**src/rtl/irq_ctrl_pkg.sv**
```systemverilog
// Shared types and constants for the interrupt controller: FSM states,
// source count, id width and the round-robin picker.
package irq_ctrl_pkg;

    localparam int N_SRC = 4;
    localparam int ID_W  = 2;

    typedef enum logic [1:0] {
        IDLE = 2'd0,
        REQ  = 2'd1,
        GAP  = 2'd2
    } state_e;

    // First set bit of req at or after sel_start, wrapping; N_SRC is a power of two.
    function automatic logic [ID_W-1:0] rr_pick(input logic [N_SRC-1:0] req,
                                                input logic [ID_W-1:0]  sel_start);
        logic [ID_W-1:0] idx;
        logic            found;
        rr_pick = sel_start;
        found   = 1'b0;
        for (int k = 0; k < N_SRC; k++) begin
            idx = sel_start + ID_W'(k);
            if (!found && req[idx]) begin
                rr_pick = idx;
                found   = 1'b1;
            end
        end
    endfunction

endpackage

```
**src/rtl/sync_edge_det.sv**
```systemverilog
// Two-flop synchronizer for an asynchronous input followed by a
// single-cycle rising-edge pulse on the synchronized signal.
module sync_edge_det (
    input  logic clk_i,
    input  logic rst_ni,
    input  logic async_i,
    output logic pulse_o
);

    logic meta_q;
    logic sync_q;
    logic prev_q;

    always_ff @(posedge clk_i or negedge rst_ni) begin
        if (!rst_ni) begin
            meta_q <= 1'b0;
            sync_q <= 1'b0;
            prev_q <= 1'b0;
        end else begin
            meta_q <= async_i;
            sync_q <= meta_q;
            prev_q <= sync_q;
        end
    end

    assign pulse_o = sync_q & ~prev_q;

endmodule

```
**src/rtl/irq_ctrl.sv**
```systemverilog
// Interrupt controller: periodic tick on source 0, three edge-triggered
// external sources, pending/overflow latches and a round-robin request FSM.
module irq_ctrl
    import irq_ctrl_pkg::*;
#(
    parameter int CLK_HZ  = 50000000,
    parameter int TICK_HZ = 125
) (
    input  logic             clk,
    input  logic             resetb,
    input  logic [3:1]       src_in,
    input  logic [N_SRC-1:0] mask_in,
    input  logic             clr_all,
    input  logic             ack_valid,
    input  logic [ID_W-1:0]  ack_id,
    output logic             ei_req,
    output logic [ID_W-1:0]  irq_id,
    output logic [N_SRC-1:0] pending,
    output logic [N_SRC-1:0] overflow,
    output logic             tick
);

    localparam int DIV   = CLK_HZ / TICK_HZ;
    localparam int CNT_W = (DIV > 1) ? $clog2(DIV) : 1;

    logic [CNT_W-1:0] cnt_q, cnt_d;
    logic [N_SRC-1:0] pending_q, pending_d;
    logic [N_SRC-1:0] overflow_q, overflow_d;
    logic [ID_W-1:0]  irq_id_q, irq_id_d;
    logic [ID_W-1:0]  ptr_q, ptr_d;
    state_e           state_q, state_d;

    logic [N_SRC-1:0] event_w;
    logic [N_SRC-1:0] ack_clr;
    logic             ack_hit;

    assign tick  = (cnt_q == CNT_W'(DIV - 1));
    assign cnt_d = tick ? '0 : cnt_q + 1'b1;

    assign event_w[0] = tick;

    for (genvar i = 1; i < N_SRC; i++) begin : g_sync
        sync_edge_det u_sync (
            .clk_i   (clk),
            .rst_ni  (resetb),
            .async_i (src_in[i]),
            .pulse_o (event_w[i])
        );
    end

    assign ack_hit = (state_q == REQ) && ack_valid && (ack_id == irq_id_q);
    assign ack_clr = ack_hit ? (N_SRC'(1) << irq_id_q) : '0;

    // An ack racing a new event on the same source leaves the event latched
    // and the overflow flag untouched.
    always_comb begin
        state_d    = state_q;
        irq_id_d   = irq_id_q;
        ptr_d      = ptr_q;
        pending_d  = (pending_q & ~ack_clr) | event_w;
        overflow_d = (overflow_q & ~(ack_clr & ~event_w)) | (event_w & pending_q & ~ack_clr);

        case (state_q)
            IDLE: begin
                if (|(pending_q & mask_in)) begin
                    irq_id_d = rr_pick(pending_q & mask_in, ptr_q);
                    state_d  = REQ;
                end
            end
            REQ: begin
                if (ack_hit) begin
                    ptr_d   = irq_id_q + 1'b1;
                    state_d = GAP;
                end
            end
            GAP:     state_d = IDLE;
            default: state_d = IDLE;
        endcase

        if (clr_all) begin
            pending_d  = '0;
            overflow_d = '0;
            ptr_d      = ptr_q;
            state_d    = IDLE;
        end
    end

    always_ff @(posedge clk or negedge resetb) begin
        if (!resetb) begin
            cnt_q      <= '0;
            pending_q  <= '0;
            overflow_q <= '0;
            irq_id_q   <= '0;
            ptr_q      <= '0;
            state_q    <= IDLE;
        end else begin
            cnt_q      <= cnt_d;
            pending_q  <= pending_d;
            overflow_q <= overflow_d;
            irq_id_q   <= irq_id_d;
            ptr_q      <= ptr_d;
            state_q    <= state_d;
        end
    end

    assign ei_req   = (state_q == REQ);
    assign irq_id   = irq_id_q;
    assign pending  = pending_q;
    assign overflow = overflow_q;

endmodule

```
**config.mk**
```make
export PLATFORM = sky130hd
export DESIGN_NAME = irq_ctrl
export DESIGN_NICKNAME = d
export VERILOG_FILES = /design/src/rtl/irq_ctrl_pkg.sv /design/src/rtl/sync_edge_det.sv /design/src/rtl/irq_ctrl.sv
export SDC_FILE = /design/constraint.sdc
export NUM_CORES = 1
export LEC_CHECK = 0
export ABC_AREA = 1
export CORE_MARGIN = 2
export CORE_UTILIZATION = 45
export DETAILED_ROUTE_END_ITERATION = 10
export GPL_TIMING_DRIVEN = 1
export PLACE_DENSITY = 0.74
export REMOVE_ABC_BUFFERS = 1
export SYNTH_ARGS = -nofsm -noshare
export SYNTH_HDL_FRONTEND = slang
export SYNTH_SLANG_ARGS = --single-unit
```
**constraint.sdc**
```tcl
create_clock -name clk -period 1.6 [get_ports clk]
set_input_delay 0.16 -clock clk [delete_from_list [all_inputs] [get_ports clk]]
set_output_delay 0.16 -clock clk [all_outputs]
set_load 0.03 [all_outputs]
```
==> out/results.md, run 1 <==
| Stage | Quantity | Value |
|:---|:---|:---|
| outcome | Result of the run | complete, but fails checks |
| outcome | Violations in the final reports | negative setup slack |
| routing | Routed wire per std cell | 12.3 µm |
| critical path | Critical path, cell by cell | ha_2 -> nand2_1 -> inv_2 -> nand3_2 -> nor2_4 -> nand4_1 -> clkinv_2 -> buf_6 |
| routing | Via count | 1,881 |
| layout | Ratio of cells with drive above 1 in the final layout | 0.239 |
| floorplan | Die footprint | 5660 µm² |
| critical path | Critical Path AT | 1.51 ns |
| layout | Final standard cell utilization of the core | 0.596 |
| hold path | Hold Crit Class | in -> reg |
| pwr | Static Leakage | 1.38 nW |
| sta | Max-slew violations | 0 |
| placement | Worst slack after detailed placement | -0.00106 ns |
| clock tree | Number of buffers created by CTS | 5 |
| placement | Final estimated routing congestion in global placement | 0.870 |
| clock tree | Total clock sinks | 42 |
| synth | Syn avg cell area | 8.30 µm² |
| layout | Antenna cells | 0 |
| floorplan | Floorplan core area | 4820 µm² |
| layout | Most frequent standard cell in the layout excluding fill and tap cells | sky130_fd_sc_hd__nand2_1 |
| synth | Xor/xnor share of the synthesized area | 0.0461 |
| sta | Worst clock skew | 0.0104 ns |
| synth | Cell area after technology mapping | 2280 µm² |
| routing | Vias per cell | 4.89 |
| floorplan | Row cnt | 25 |
| clock tree | Maximum root-to-sink buffer count | 2 |
| synth | Number of standard cells after synthesis | 275 |
| placement | Number of buffers added on ports | 24 |
| layout | Commonest non-fill, non-tap cells in the layout | sky130_fd_sc_hd__nand2_1 (56), sky130_fd_sc_hd__dfrtp_1 (38), sky130_fd_sc_hd__nor2_1 (29) |
| routing | Residual DRC | 0 |
| pwr | P per Cell Area | 928 nW/µm² |
| global route | Total grt overflow | 0 |
| synth | Synth Register Bits | 42 |
| clock tree | H-Tree Level Count | 2 |
| routing | Initial DRT Pass Iterations | 4 |
| critical path | Nature of the critical path endpoint | output pin |
| global route | Pin count of the biggest net entering global routing | 23 |
| routing | Total Wirelength | 4750 µm |
| layout | Fill cells | 446 |
| sta | Setup TNS | -0.0868 ns |
| critical path | Critical Setup Path Class | reg -> out |
| sta | Fmax | 597 MHz |
| global route | Initial antenna violation count | 0 |
| synth | Count of distinct cell types in the synthesized netlist | 29 |
| sta | Setup WS post-layout | -0.0745 ns |
| synth | Warnings, synthesis | 0 |
| synth | Adder-cell share of the synthesized area | 0.0274 |
| global route | Gr usage total | 0.182 |
| synth | Sequential element share of the synthesized area | 0.461 |
| critical path | Data required time at the worst endpoint | 1.44 ns |
| synth | Simple-Gate Fraction of Synth Area | 0.349 |
| critical path | Register-to-Register Path Depth | 12 |
| critical path | Type of origin of the critical path | register |
| hold path | Hold path depth | 1 |
| critical path | Critical Path Slowest Stage Cell | sky130_fd_sc_hd__dfrtp_1 |
| clock tree | Cell at the root of the clock tree | sky130_fd_sc_hd__clkbuf_8 |
| critical path | Largest fanout of any net on the critical path | 3 |
| critical path | Biggest cell delay along the critical path | 0.36 ns |
| global route | Number of global-route vias before repair | 1,769 |
| clock tree | Clk pin slew, worst setup/hold paths | 0.07 ns |
| layout | Nets | 335 |
| global route | Wire length of the first global-routing pass | 7730 µm |
| synth | Largest family of logic cells by synthesized area | simple AND/OR/NAND/NOR gates |
| sta | Final worst path period share | 1.05 |
| clock tree | Clock tree from TritonCTS | yes |
| routing | Number of design-rule violations left by the first detailed-router iteration | 105 |
| floorplan | Horizontal die dimension | 75.2 µm |
| sta | Rel. slew slack | 0.649 |
| synth | Compound-cell area share of the yosys netlist | 0.0455 |
| synth | Mux contribution to synthesized area | 0 |
| sta | Unrepaired setup endpoints after global routing | yes |
| layout | Area delta synth->final | 25.9% |
| sta | Pin slew with the least headroom to its limit | 0.526 ns |
| floorplan | Initial standard-cell utilization of the core | 0.474 |
| sta | Number of failing setup endpoints in the final timing report | 2 |
| job | Max capacitance violation total | 0 |
| floorplan | Die H | 75.2 µm |
| clock tree | Source-to-sink clock delay at the later pin of the worst-skew pair | 0.30 ns |
| floorplan | Number of placed I/O pins | 25 |
| sta | Hold Violations, Final | 0 |
| pwr | Worst IR drop on VDD | 0.529 mV |
| routing | Remaining antenna violation count | 0 |
| sta | Clock period minus final worst setup slack | 1.67 ns |
| placement | Estimated wirelength of the detail-placed design | 3390 µm |
-- through the flow --
step	std cells	instance area, µm²	hold slack [ns]	total power [mW]
after detailed placement	366	2610	0.162	1.89
after global routing	385	2870	0.297	2.83
after CTS	379	2740	0.298	2.56
final	385	2870	0.304	2.67
after floorplan	270	2250	-0.136	1.67
after global placement	366	2610	0.160	1.88
-- report_power, final --
group	leakage [nW]	switching [mW]	internal, mW
logic	0.799	0.435	0.302
clock network	0.0482	0.350	0.348
registers	0.531	0.100	1.13
total	1.38	0.885	1.78
-- final timing paths --
check	from	endpoint	slack, ns
max reg2reg	cnt_q[0]	cnt_q[7]	-0.01
max	cnt_q[0]	tick	-0.07
max in group asynchronous	resetb	ptr_q[1]	0.72
min in group asynchronous	resetb	cnt_q[6]	0.37
min reg2reg	g_sync[2].u_sync.meta_q	g_sync[2].u_sync.sync_q	0.35
min	src_in[3]	g_sync[3].u_sync.meta_q	0.30
-- Yosys cell counts --
cell                       instances  share of area
sky130_fd_sc_hd__ha_1              5          0.027
sky130_fd_sc_hd__and2_1            1         0.0027
sky130_fd_sc_hd__nor3_1            2         0.0044
sky130_fd_sc_hd__a21oi_2           1         0.0038
sky130_fd_sc_hd__xnor2_1           2         0.0077
sky130_fd_sc_hd__inv_2             4         0.0066
sky130_fd_sc_hd__nor3b_2           2          0.011
sky130_fd_sc_hd__nand2_1          65           0.11
sky130_fd_sc_hd__clkbuf_1          1         0.0016
sky130_fd_sc_hd__nor2_1           31          0.051
sky130_fd_sc_hd__inv_1            27          0.044
sky130_fd_sc_hd__nand4_1          10          0.027
sky130_fd_sc_hd__inv_4             1         0.0027
sky130_fd_sc_hd__buf_2             2         0.0044
sky130_fd_sc_hd__o21ai_1           2         0.0044
sky130_fd_sc_hd__xor2_1           10          0.038
sky130_fd_sc_hd__nand3_2           5          0.022
sky130_fd_sc_hd__clkinv_2          1         0.0022
sky130_fd_sc_hd__nor4_2            2          0.011
sky130_fd_sc_hd__buf_6             2         0.0099
sky130_fd_sc_hd__o21ai_0           7          0.015
sky130_fd_sc_hd__dfrtp_1          42           0.46
sky130_fd_sc_hd__nand2_2           5          0.014
sky130_fd_sc_hd__nand3_1          25          0.055
sky130_fd_sc_hd__nor3b_4           1         0.0082
sky130_fd_sc_hd__nor4_1            2         0.0055
sky130_fd_sc_hd__nor2_2            2         0.0055
sky130_fd_sc_hd__nor2_4            5          0.025
sky130_fd_sc_hd__a21oi_1          10          0.022
-- kinds of logic after synthesis --
group,after synthesis
AND/OR/NAND/NOR,158
flip-flops,42
buffers and inverters,38
AO/OA/AOI/OAI,20
XOR/XNOR,12
adder cells (fa/ha/maj),5
-- metal layers --
metal | share of wire | up-vias | track usage
li1 | - | 971 | -
met1 | 0.47 | 860 | 0.245
met2 | 0.47 | 42 | 0.289
met3 | 0.047 | 8 | 0.0455
met4 | 0.014 | 0 | 0.0585
met5 | 0 | - | 0
-- registers in the layout (all words and copies together) (netlist names) --
register / cells
overflow: 4
state_q: 2
irq_id: 2
g_sync.u_sync.sync_q: 3
g_sync.u_sync.meta_q: 3
ptr_q: 2
g_sync.u_sync.prev_q: 3
pending: 4
cnt_q: 19
-- critical path, delay by kind of cell (launching register included) --
kind,cells,cell delay [ns]
adder cells (fa/ha/maj),1,0.18
buffers and inverters,3,0.31
flip-flops,1,0.36
AND/OR/NAND/NOR,4,0.37
-- layout make-up --
| cell class | count | area (µm²) | share of cell area |
|---|---|---|---|
| clock buffers | 7 | 86.3 | 0.0301 |
| clock inverters | 1 | 5.00 | 0.00174 |
| inverters | 33 | 130 | 0.0453 |
| multi-input cells | 195 | 1140 | 0.396 |
| flip-flops and latches | 42 | 1060 | 0.368 |
| well taps | 67 | 83.8 | 0.0292 |
| repair buffers | 40 | 374 | 0.130 |
-- timing repair --
item	in CTS	in global routing
gates resized for setup	9	33
hold buffers	1	0
hold endpoints to repair	21	0
setup endpoints to repair	8	13
pin swaps	0	8
buffers inserted	4	8
Note: power is estimated with default switching activity, not from simulation.
==> run 2: changes to the inputs <==
--- a/config.mk
+++ b/config.mk
@@ -6,8 +6,10 @@
 export NUM_CORES = 1
 export LEC_CHECK = 0
 export ABC_AREA = 1
+export ABC_CLOCK_PERIOD_IN_PS = 1600
 export CORE_MARGIN = 2
 export CORE_UTILIZATION = 45
+export CTS_CLUSTER_DIAMETER = 150
 export DETAILED_ROUTE_END_ITERATION = 10
 export GPL_TIMING_DRIVEN = 1
 export PLACE_DENSITY = 0.74
==> results of run 2 <==
The final DEF is identical to that of run 1; final timing and power are the same.
==> edit 1 (config.mk and constraints of run 1) <==
Set the parameter `CLK_HZ` to 25000000 (it was 50000000).
--- a/src/rtl/irq_ctrl.sv
+++ b/src/rtl/irq_ctrl.sv
@@ -5,3 +5,3 @@
 #(
-    parameter int CLK_HZ  = 50000000,
+    parameter int CLK_HZ  = 25000000,
     parameter int TICK_HZ = 125
Behaviour: no difference found for any inputs over 10 cycles, from zero or initial values and one cycle with resetb low; that may be too few to reach the edited logic, so the function may still have changed.
==> edit 1 against run 1 <==
  * The flow still finishes with violations (negative setup slack)
  * Power rose by 2.9%
  * Cell area is 1.1% higher
  * Count of clock-buffer cells in the layout fell by 2
  * Register-to-register slack better by 0.06 ns
  * Setup slack improved by 0.014 ns
  * Synthesized cell count is 4.0% lower
  * Routed wire length grew 0.82%
  * Core utilization increased by 1.9 points
  * Area after synthesis down 2.8%
  * Largest cell class unchanged
  * Sequential cell count decreased by 1
  * Highest routed layer unchanged
==> edit 1: results (changes against run 1) <==
| Metric | Value |
|---|---|
| FILL cells | `400 (was 446)` |
| Slack of the critical path | `-0.0601 ns (was -0.0745 ns)` |
| Synth area leaders | `dfrtp_1 (46%), nand2_1 (9.8%), nand3_1 (5.6%) (was dfrtp_1 (46%), nand2_1 (11%), nand3_1 (5.5%))` |
| Pleak | `0.00140 uW (was 0.00138 uW)` |
| CTS sink count | `41 (was 42)` |
| DR vias/cell | `5.04 (was 4.89)` |
| Fraction of area in registers | `0.354 (was 0.368)` |
| Int Pwr | `1840 uW (was 1780 uW)` |
| # setup viols final | `1 (was 2)` |
| ClkCell Share | `0.0396 (was 0.0318)` |
| Slowest stage delay, CP | `0.40 ns (was 0.36 ns)` |
| Outcome | `finished, violations left (unchanged)` |
| Failing checks | `negative setup slack (unchanged)` |
| Non-clock buffer share | `0.144 (was 0.130)` |
| R2r setup slk | `0.05 ns (was -0.01 ns)` |
| Multi-input comb cells | `186 (was 195)` |
| Worst-case reg-to-reg path depth | `10 (was 12)` |
| Non-clk invs | `35 (was 33)` |
| Total Routing Usage GR | `0.177 (was 0.182)` |
| Post-placement setup slack | `0.0208 ns (was -0.00106 ns)` |
| Layout cells sized above 1 | `0.256 (was 0.239)` |
| Unique masters post-synth | `31 (was 29)` |
| Net count, final | `334 (was 335)` |
| Final weighted congestion in routability-driven placement | `0.883 (was 0.870)` |
| Detail-routed net length per standard cell | `12.5 um (was 12.3 um)` |
| DRT iter0 DRCs | `121 (was 105)` |
| Max IR drop VDD | `0.697 mV (was 0.529 mV)` |
| Yosys warns | `0 (unchanged)` |
| Fin Hold WS | `0.295 ns (was 0.304 ns)` |
| First-pass DRT Iterations | `5 (was 4)` |
| Worst r2r dst | `cnt_q[11] (was cnt_q[7])` |
| Critical Path Source | `cnt_q[1] (was cnt_q[0])` |
| Max FFs per register | `18 (was 19)` |
| Detail Placement HPWL | `3.37 mm (was 3.39 mm)` |
| Post-synth top cells | `nand2_1 (58), dfrtp_1 (41), inv_1 (30) (was nand2_1 (65), dfrtp_1 (42), nor2_1 (31))` |
| Max transition margin | `0.682 (was 0.649)` |
| Global-route wire length before repair | `7.42 mm (was 7.73 mm)` |
| Setup Total Neg Slack | `-0.0601 ns (was -0.0868 ns)` |
| Fin Clk Skew | `0.0105 ns (was 0.0104 ns)` |
==> edit 1: stage by stage <==
stage                     std cells  utilization
after global placement          359        0.546
after detailed placement        359        0.546
after global routing            384        0.615
after CTS                       368        0.574
final                           384        0.615
after floorplan                 262            -
==> edit 1: power by group through the flow <==
stage	registers [uW]	clock network, uW	logic [uW]
floorplan	1260	0	383
global placement	1220	0	642
detailed placement	1220	0	651
CTS	1200	861	633
global route	1220	901	775
finish	1200	845	696
==> edit 1: worst max-delay path by stage <==
stage,slack [ns],to
floorplan,0.05,overflow[0]
global placement,0.04,irq_id[1]
detailed placement,0.02,irq_id[1]
CTS,-0.16,tick
global route,-0.12,tick
finish,-0.06,tick
==> edit 1: critical path, delay by kind of cell, from the launching register on <==
| kind | cells | cell delay, ns |
|---|---|---|
| simple gates | 4 | 0.38 |
| flops | 1 | 0.40 |
| fa+ha+maj | 1 | 0.17 |
| buf+inv | 3 | 0.26 |
==> edit 1: what timing repair did <==
| item | CTS | global route |
|---|---|---|
| endpoints found under the setup margin | 8 | 13 |
| buffers inserted | 0 | 16 |
| hold buffers | 1 | 0 |
| endpoints found under the hold margin | 20 | 0 |
| gates resized for setup | 12 | 24 |
| pin swaps | 0 | 8 |
==> edit 1: cell families (layout without fill, tap and decap cells) <==
logic type / count (synthesis) / count (layout) / synth area share
adders and majority gates: 5 / 5 / 0.0282
AOI/OAI and AO/OA: 24 / 24 / 0.0564
buffers and inverters: 37 / 90 / 0.0677
DFF: 41 / 41 / 0.462
xor gates and xnor gates: 9 / 9 / 0.0355
and+or+nand+nor: 148 / 148 / 0.350
==> edit 1: metal layers <==
metal	wire length, um	vias up	GRT usage
met5	0	-	0
met4	95	0	0.0615
met3	222	9	0.0420
met2	2320	48	0.297
met1	2150	917	0.227
li1	-	962	-
==> edit 2 (flow settings as in run 1) <==
Made on the original files. Re-encode `state_e` (3 states) as one-hot, 3 bits wide.
--- a/src/rtl/irq_ctrl_pkg.sv
+++ b/src/rtl/irq_ctrl_pkg.sv
@@ -7,6 +7,6 @@
 
-    typedef enum logic [1:0] {
-        IDLE = 2'd0,
-        REQ  = 2'd1,
-        GAP  = 2'd2
+    typedef enum logic [2:0] {
+        IDLE = 3'b001,
+        REQ  = 3'b010,
+        GAP  = 3'b100
     } state_e;
Behaviour: no difference found for any inputs over 10 cycles, from zero or initial values and one cycle with resetb low; not proved beyond that.
==> edit 2 against run 1 <==
  * The flow still finishes with violations (negative setup slack)
  * Area after synthesis is 0.60% higher
  * Via count is 8.2% higher
  * Setup slack worse by 0.064 ns
  * Sequential cell count up 1
  * Routed wire length rose by 6.8%
  * Cell count up 4.4%
  * Highest routed layer unchanged
  * Power increased by 7.8%
  * Cell area up 3.0%
==> edit 2: results (changes against run 1) <==
| Metric | Value |
|---|---|
| Outcome | `finished, violations left (unchanged)` |
| Failing checks | `negative setup slack (unchanged)` |
| Max IR drop VDD | `0.605 mV (was 0.529 mV)` |
| Synth Area in Adders | `0.0272 (was 0.0274)` |
| Final weighted congestion in routability-driven placement | `0.909 (was 0.870)` |
| Xor/xnor share of the synthesized area | `0.0305 (was 0.0461)` |
| Worst r2r dst | `cnt_q[10] (was cnt_q[7])` |
| Max transition margin | `0.689 (was 0.649)` |
| Layout cells sized above 1 | `0.212 (was 0.239)` |
| Worst-case reg-to-reg path depth | `10 (was 12)` |
| # setup viols final | `1 (was 2)` |
| FF-to-FF Start | `cnt_q[1] (was cnt_q[0])` |
| Syn Area/Cell | `8.00 um2 (was 8.30 um2)` |
| Largest net degree at the start of global routing | `26 (was 23)` |
| Global-route wire length before repair | `8.13 mm (was 7.73 mm)` |
| Port Buffers | `24 (unchanged)` |
| Setup Total Neg Slack | `-0.139 ns (was -0.0868 ns)` |
| Slack of the critical path | `-0.139 ns (was -0.0745 ns)` |
| M1 GR Usage | `0.243 (was 0.245)` |
| Post-synth top cells | `nand2_1 (59), dfrtp_1 (42), inv_1 (37), nor2_1 (37), nand3_1 (30) (was nand2_1 (65), dfrtp_1 (42), nor2_1 (31))` |
| Slowest stage delay, CP | `0.36 ns (about the same)` |
| Met3 usage | `0.0370 (was 0.0455)` |
| DRT iter0 DRCs | `81 (was 105)` |
| Net Switching | `1030 uW (was 885 uW)` |
| Net count, final | `352 (was 335)` |
| Total Routing Usage GR | `0.187 (was 0.182)` |
| FILL cells | `438 (was 446)` |
| Register area share after synthesis | `0.469 (was 0.461)` |
| Placed cell count | `386 (was 366)` |
| Pleak | `0.00146 uW (was 0.00138 uW)` |
| H-tree level count | `2 (unchanged)` |
| Fin Hold WS | `0.287 ns (was 0.304 ns)` |
| Clock edge transition at the registers on the reported setup and hold paths | `0.09 ns (was 0.07 ns)` |
| Detailed-route via count | `2036 (was 1881)` |
| Synth area leaders | `dfrtp_1 (46%), nand2_1 (9.6%), nand3_1 (6.5%) (was dfrtp_1 (46%), nand2_1 (11%), nand3_1 (5.5%))` |
| Detail-routed net length per standard cell | `12.6 um (was 12.3 um)` |
| Vias in the first global route | `1887 (was 1769)` |
| Detail Placement HPWL | `3.72 mm (was 3.39 mm)` |
| GR Layer Usage met2 | `0.315 (was 0.289)` |
| R2r setup slk | `0.02 ns (was -0.01 ns)` |
| Unique masters post-synth | `31 (was 29)` |
| Complex-gate fraction of the synthesized area | `0.0512 (was 0.0455)` |
| Data arrival time of the worst path | `1.58 ns (was 1.51 ns)` |
-- edit 2: cell types whose count changed in the layout (fill, tap and decap cells not counted), sizes merged, moves of 4 or more --
cell / change
nand2: -5
nor2: +5
nand4: -4
inv: +13
nor3: +8
-- edit 2: power groups by stage --
stage / Clock [uW] / Sequential, uW / Combinational, uW
2_1_floorplan: 0 / 1340 / 493
3_3_place_gp: 0 / 1270 / 860
3_5_place_dp: 0 / 1280 / 888
4_1_cts: 744 / 1260 / 878
5_1_grt: 792 / 1270 / 1000
6_report: 728 / 1260 / 884
-- edit 2: cell families (layout without fill, tap and decap cells) --
kind of cell,after synthesis,in the layout
compound gates,23,23
xor+xnor,8,8
fa+ha+maj,5,5
buf+inv,44,92
flops,43,43
simple gates,164,164
-- edit 2: worst max-delay path by stage --
stage	start	endpoint
2_1_floorplan	cnt_q[0]	cnt_q[11]
3_3_place_gp	ack_id[1]	overflow[0]
3_5_place_dp	mask_in[3]	irq_id[0]
4_1_cts	cnt_q[1]	tick
5_1_grt	cnt_q[0]	tick
6_report	cnt_q[1]	tick
-- edit 2: stage by stage --
| step | worst slack (ns) | instance area, um2 |
|---|---|---|
| after floorplan | 0.0684 | 2280 |
| after global placement | 0.0370 | 2690 |
| after detailed placement | -0.00850 | 2690 |
| after CTS | -0.165 | 2800 |
| after global routing | -0.234 | 2960 |
| final | -0.139 | 2960 |
-- edit 2: cell type report --
type | instances | area, um2 | share of cell area
inverter | 42 | 168 | 0.0567
tap | 67 | 83.8 | 0.0283
multi-input combinational | 200 | 1150 | 0.388
clock buffer | 5 | 68.8 | 0.0233
timing repair buffer | 42 | 385 | 0.130
sequential | 43 | 1080 | 0.365
clock inverter | 3 | 26.3 | 0.00888
-- edit 2: timing repair --
action	4_1_cts	5_1_grt
hold buffers	1	0
setup buffers	2	6
endpoints found under the hold margin	17	0
endpoints found under the setup margin	7	14
pin swaps	0	3
resized for setup	7	27
-- edit 2: metal layers --
metal	routed length, um	part of all wire
met3	202	0.040
met2	2530	0.50
met4	74	0.015
met1	2270	0.45
met5	0	0
